### src/rtl/downsampler_avg2x2_if.sv
// Pixel-stream bundle for the 2x2 box-average decimator: input strobe/data,
// decimated output strobe/data and the downstream FIFO full flag.
interface downsampler_avg2x2_if;
    logic       valid;
    logic [7:0] data;
    logic       fifo_full;
    logic [7:0] dataout;
    logic       validout;

    modport master (
        output valid,
        output data,
        output fifo_full,
        input  dataout,
        input  validout
    );

    modport slave (
        input  valid,
        input  data,
        input  fifo_full,
        output dataout,
        output validout
    );
endinterface

### src/rtl/downsampler_avg2x2.sv
// Streaming 2x2 box-average decimator, IMG_W x IMG_H in, half size out.
// Define DOWNSAMPLE_ROUND_EN for round-half-up averaging instead of truncation.
module downsampler_avg2x2 #(
    parameter int IMG_W = 800,
    parameter int IMG_H = 600,
    parameter int CW    = 10
) (
    input  logic                 clock,
    input  logic                 reset,
    downsampler_avg2x2_if.slave  s,
    output logic [CW-1:0]        current_rowcount,
    output logic [CW-1:0]        current_colcount,
    output logic                 frame_done,
    output logic                 overflow
);

    localparam int LB_DEPTH = IMG_W / 2;
    localparam int AW       = (LB_DEPTH > 1) ? $clog2(LB_DEPTH) : 1;
    localparam logic [CW-1:0] COL_LAST = CW'(IMG_W - 1);
    localparam logic [CW-1:0] ROW_LAST = CW'(IMG_H - 1);

    logic [CW-1:0] col_reg, col_next;
    logic [CW-1:0] row_reg, row_next;
    logic [7:0]    h_reg;
    logic [7:0]    dataout_reg;
    logic          validout_reg;
    logic          frame_done_reg;
    logic          overflow_reg;

    // Horizontal pair sums of the most recent even row, one per output column.
    logic [8:0]    linebuf [LB_DEPTH];

    logic          col_last, row_last;
    logic          odd_col, odd_row;
    logic          lb_write, emit;
    logic [AW-1:0] lb_idx;
    logic [8:0]    pair;
    logic [9:0]    sum;
    logic [9:0]    sum_adj;
    logic [7:0]    result;

    assign col_last = (col_reg == COL_LAST);
    assign row_last = (row_reg == ROW_LAST);
    assign odd_col  = col_reg[0];
    assign odd_row  = row_reg[0];
    assign lb_idx   = col_reg[AW:1];
    assign lb_write = s.valid & odd_col & ~odd_row;
    assign emit     = s.valid & odd_col & odd_row;

    assign pair = 9'(h_reg) + 9'(s.data);
    assign sum  = 10'(linebuf[lb_idx]) + 10'(pair);

`ifdef DOWNSAMPLE_ROUND_EN
    // 1020 + 2 still fits in 10 bits, so the shifted value never exceeds 255.
    assign sum_adj = sum + 10'd2;
`else
    assign sum_adj = sum;
`endif
    assign result = 8'(sum_adj >> 2);

    always_comb begin
        col_next = col_reg;
        row_next = row_reg;
        if (s.valid) begin
            if (col_last) begin
                col_next = '0;
                row_next = row_last ? '0 : row_reg + 1'b1;
            end else begin
                col_next = col_reg + 1'b1;
            end
        end
    end

    always_ff @(posedge clock or negedge reset) begin
        if (!reset) begin
            col_reg        <= '0;
            row_reg        <= '0;
            h_reg          <= '0;
            dataout_reg    <= '0;
            validout_reg   <= 1'b0;
            frame_done_reg <= 1'b0;
            overflow_reg   <= 1'b0;
        end else begin
            col_reg        <= col_next;
            row_reg        <= row_next;
            validout_reg   <= emit;
            frame_done_reg <= emit & col_last & row_last;
            // A write presented while the FIFO is full is lost; remember it until reset.
            overflow_reg   <= overflow_reg | (validout_reg & s.fifo_full);
            if (s.valid && !odd_col) begin
                h_reg <= s.data;
            end
            if (emit) begin
                dataout_reg <= result;
            end
        end
    end

    // Every entry is written on an even row before it is read, so no reset is needed.
    always_ff @(posedge clock) begin
        if (lb_write) begin
            linebuf[lb_idx] <= pair;
        end
    end

    assign s.dataout        = dataout_reg;
    assign s.validout       = validout_reg;
    assign current_rowcount = row_reg;
    assign current_colcount = col_reg;
    assign frame_done       = frame_done_reg;
    assign overflow         = overflow_reg;

endmodule

### src/flat_wrapper.sv
// flat-port wrapper written by rule: the top's interface ports become plain ports
module downsampler_avg2x2_flat 
#(
    parameter int IMG_W = 800,
    parameter int IMG_H = 600,
    parameter int CW    = 10
)
  (clock, reset, current_rowcount, current_colcount, frame_done, overflow, s_valid, s_data, s_fifo_full, s_dataout, s_validout);
  downsampler_avg2x2_if s_i ();
  input  logic clock;
  input  logic reset;
  output logic [CW-1:0] current_rowcount;
  output logic [CW-1:0] current_colcount;
  output logic frame_done;
  output logic overflow;
  input wire logic [$bits(s_i.valid)-1:0] s_valid;
  input wire logic [$bits(s_i.data)-1:0] s_data;
  input wire logic [$bits(s_i.fifo_full)-1:0] s_fifo_full;
  output wire logic [$bits(s_i.dataout)-1:0] s_dataout;
  output wire logic [$bits(s_i.validout)-1:0] s_validout;
  assign s_i.valid = s_valid;
  assign s_i.data = s_data;
  assign s_i.fifo_full = s_fifo_full;
  assign s_dataout = s_i.dataout;
  assign s_validout = s_i.validout;
  downsampler_avg2x2 #(.IMG_W(IMG_W), .IMG_H(IMG_H), .CW(CW)) u_core (.clock(clock), .reset(reset), .s(s_i), .current_rowcount(current_rowcount), .current_colcount(current_colcount), .frame_done(frame_done), .overflow(overflow));
endmodule
### config.mk
export PLATFORM = sky130hd
export DESIGN_NAME = downsampler_avg2x2_flat
export DESIGN_NICKNAME = d
export VERILOG_FILES = /design/src/rtl/downsampler_avg2x2_if.sv /design/src/rtl/downsampler_avg2x2.sv /design/src/flat_wrapper.sv
export SDC_FILE = /design/constraint.sdc
export NUM_CORES = 2
export LEC_CHECK = 0
export ABC_AREA = 1
export BUFFER_PORTS_ARGS = -buffer_cell sky130_fd_sc_hd__buf_2
export CAP_MARGIN = 20
export CORE_AREA = 3 3 653 720
export CTS_CLUSTER_SIZE = 12
export DETAILED_ROUTE_END_ITERATION = 8
export DIE_AREA = 0 0 656 723
export RECOVER_POWER = 50
export SKIP_CTS_REPAIR_TIMING = 1
export SLEW_MARGIN = 25
export SYNTH_ARGS = -nofsm -noshare
export SYNTH_HDL_FRONTEND = slang
export SYNTH_SLANG_ARGS = --single-unit
export TNS_END_PERCENT = 5
### constraint.sdc
create_clock -name clock -period 19 [get_ports clock]
set_clock_uncertainty 0.05 [all_clocks]
set_input_delay 5.7 -clock clock [delete_from_list [all_inputs] [get_ports clock]]
set_output_delay 5.7 -clock clock [all_outputs]
set_load 0.02 [all_outputs]
==> impl_metrics.tcl <==
set metrics [dict create \
    swShare_pct 36.8 \
    cts.htree.levels 5 \
    status "finished, violations left" \
    drt_iter0_drc 10500 \
    first_pass_iters 6 \
    p_per_area_nw_per_um2 157 \
    drive_above_1_share_pct 6.80 \
    top_register "u_core.linebuf" \
    wirelength_um 424000 \
    worstPathMaxFanout 129 \
    synth.yosys.warnings 0 \
    worst_pin_slew_ns 8.29 \
    clk_latency_ns 0.89 \
    dp_hpwl_um 244000 \
    hold_viol 0 \
    final_nets 9024 \
    crit_family "buffers and inverters" \
    setup_viol 0 \
    clockBufferDepth 4 \
    required_ns 18.45 \
    cp_cell_sequence "buf_2 -> ha_1 -> clkbuf_1" \
    die_w_um 656 \
    dieArea_um2 474000 \
    ys.flop_type "edfxtp_1" \
    netlist_area_um2 139000 \
    rows 262 \
    period_share_pct 73.3 \
    post-place-cells 14800 \
    finish.utilization_pct 33.7 \
    drcViolationCount 0 \
    vias_per_cell 5.34 \
    ant_nets 0 \
    start_util_pct 30.0 \
    finalNonFillerCells 15400 \
    p_clk_share_pct 26.2 \
    hp-class "reg2reg" \
    synthesis.nets 9042 \
    largest_register_ffs 3600 \
    cts_root_buf "clkbuf_16" \
    first_global_vias 79800 \
    synth_area_per_cell_um2 15.4 \
    cellLeakagePower_nw 48.7 \
    coreArea_um2 463000 \
    numCtsBuffers 359 \
    antenna_found_initial 18 \
    synth_cell_type_count 56 \
    die_height_um 723 \
    ir_worst_vdd_mv 0.139 \
    finalCriticalPeriod_ns 13.94 \
    critical_path.max_stage_delay_ns 5.56 \
    whs_ns 0.405 \
    worstSetupStartpointType "input port" \
    fin_setup_tns_ns 0 \
    port-buffer-count 42 \
    areaGrowthSynthToFinish_pct 12.2 \
    grt_pass1_wl_um 598000 \
    cts_tree "done" \
    r2r_slack_ns 9.61 \
    gp_congestion 0.869 \
    gr-total-overflow 0 \
    dpl_cell_area_um2 146000 \
    switchingPower_mw 9.00 \
    ys_seq_area_share_pct 78.5 \
    slew_headroom_pct -452 \
    rsz0062_at_grt "false" \
    ys_seq_elements 3639 \
    cp_num_buf_inv 2 \
    p_int_mw 15.4 \
    fmax_mhz 71.8 \
    wl_per_cell_um 27.6 \
    async_reset_ff_share_pct 1.07 \
    cts_sinks 3639 \
    grt_use_total_pct 17.1 \
    io_pins 43 \
    fin_area_um2 156000 \
    maxCapViolations 37 \
    maxSlewViolCount 1739 \
    clk_pin_slew_ns 0.06 \
    cp_slowest_cell "clkbuf_1" \
    worst-setup-path-type "in2reg" \
    p_seq_share_pct 42.1 \
    vias 82000 \
    syn_inst 9011 \
    synth-edff-count 3600 \
    grt_max_degree 173 \
    violations "capacitance limit, slew limit" \
    critPathCaptureType "flop" \
    combinationalPowerShare_pct 31.7 \
    arrival_ns 13.39 \
]
-- stage by stage --
step                      setup WS (ns)  total power [mW]
after floorplan                  -0.184              15.0
after global placement             7.91              18.0
after detailed placement           8.15              18.0
after CTS                          9.09              24.3
after global routing               4.97              25.2
final                              5.06              24.4
-- routing by layer --
metal | global-route usage [%] | vias to the layer above | wire, um
li1 | - | 34900 | -
met2 | 28.3 | 4485 | 203000
met4 | 7.23 | 12 | 19700
met3 | 3.00 | 812 | 37500
met1 | 22.2 | 41700 | 164000
met5 | 0 | - | 90
-- worst paths after layout --
kind	startpoint	to	depth (start not counted)
max	s_data[0]	u_core.linebuf[275][0]	3
min in group asynchronous	reset	u_core.h_reg[4]	2
max in group asynchronous	reset	u_core.current_colcount[2]	2
min	u_core.overflow	u_core.overflow	1
max reg2reg	u_core.h_reg[0]	u_core.linebuf[275][0]	2
min reg2reg	u_core.overflow	u_core.overflow	1
-- cells by family after synthesis --
kind of cell | count (synthesis) | share of synthesized area, %
AND/OR/NAND/NOR | 2278 | 6.34
adder cells (fa/ha/maj) | 19 | 0.176
flip-flops | 3639 | 78.5
buffers and inverters | 665 | 2.20
XOR/XNOR | 16 | 0.101
multiplexers | 8 | 0.0648
AO/OA/AOI/OAI | 2386 | 12.6
-- power by group through the flow --
stage	combinational, mW	clock (mW)	sequential [mW]
2_1_floorplan	4.00	0	11.0
3_3_place_gp	7.68	0	10.3
3_5_place_dp	7.70	0	10.3
4_1_cts	7.72	6.45	10.2
5_1_grt	8.12	6.78	10.3
6_report	7.75	6.39	10.3
-- synth_stat cells, types with 4 or more instances --
library cell  number  share of area, %
o22ai_1            8             0.036
nor3_1            11             0.040
buf_4              9             0.049
a22o_1            16              0.10
nor2_2             5             0.023
xnor2_1            4             0.025
a31oi_1           16             0.072
a22oi_1         1620               8.8
ha_1              18              0.16
dfrtp_1           39              0.70
o221ai_1          13             0.082
o211ai_1           8             0.043
a21o_1             4             0.022
buf_1             63              0.17
a41oi_1           10             0.063
o21ai_0           28              0.10
nor2_1           537               1.5
o41ai_1           24              0.15
nand4_1           48              0.22
buf_2            236              0.85
o21ai_1            6             0.022
edfxtp_1        3600                78
a21oi_1          214              0.77
mux2_2             8             0.065
nand2_1         1612               4.4
o21bai_1           4             0.022
xor2_1            12             0.076
clkinv_1           7             0.019
buf_6             30              0.24
o2111ai_1         13             0.082
a211oi_1          15             0.081
inv_1             54              0.15
a21boi_0         272               1.5
a2111oi_0         81              0.51
clkbuf_1         262              0.71
a21boi_1           4             0.022
nand3_1           50              0.18
a2111o_1          15              0.12
o22a_1             6             0.038
-- placed cells by master (no fill, tap or decap), types with 7 or more instances in the layout --
cell | netlist | final
clkinv_1 | 7 | 40
a41oi_1 | 10 | 10
a21boi_0 | 272 | 272
clkbuf_8 | 0 | 7
mux2_2 | 8 | 8
nand2_1 | 1612 | 1605
nor3_1 | 11 | 12
buf_2 | 236 | 14
nor2_1 | 537 | 532
a22oi_1 | 1620 | 1620
edfxtp_1 | 3600 | 3600
a2111oi_2 | 0 | 7
o41ai_1 | 24 | 23
nand3_1 | 50 | 50
nor2_4 | 0 | 10
a2111oi_0 | 81 | 54
dfrtp_1 | 39 | 38
a211oi_1 | 15 | 15
ha_1 | 18 | 18
o2111ai_1 | 13 | 13
o211ai_1 | 8 | 8
clkbuf_1 | 262 | 138
xor2_1 | 12 | 11
a21oi_1 | 214 | 214
clkbuf_16 | 0 | 369
a2111oi_1 | 0 | 17
a22o_1 | 16 | 16
clkinv_2 | 0 | 10
nand4_1 | 48 | 48
a31oi_1 | 16 | 16
o22ai_1 | 8 | 8
inv_1 | 54 | 47
a2111o_1 | 15 | 15
inv_6 | 0 | 9
buf_4 | 9 | 135
buf_12 | 0 | 19
o221ai_1 | 13 | 13
o21ai_0 | 28 | 28
-- area by class of cell --
class	count	area, um^2
Sequential cell	3639	109000
Clock buffer	461	9650
Clock inverter	54	328
Timing Repair Buffer	221	1660
Tap cell	6204	7760
Fill cell	44300	307000
Antenna cell	5	12.5
Inverter	65	270
Multi-Input combinational cell	4707	27100
Note: power is estimated with default switching activity, not from simulation.
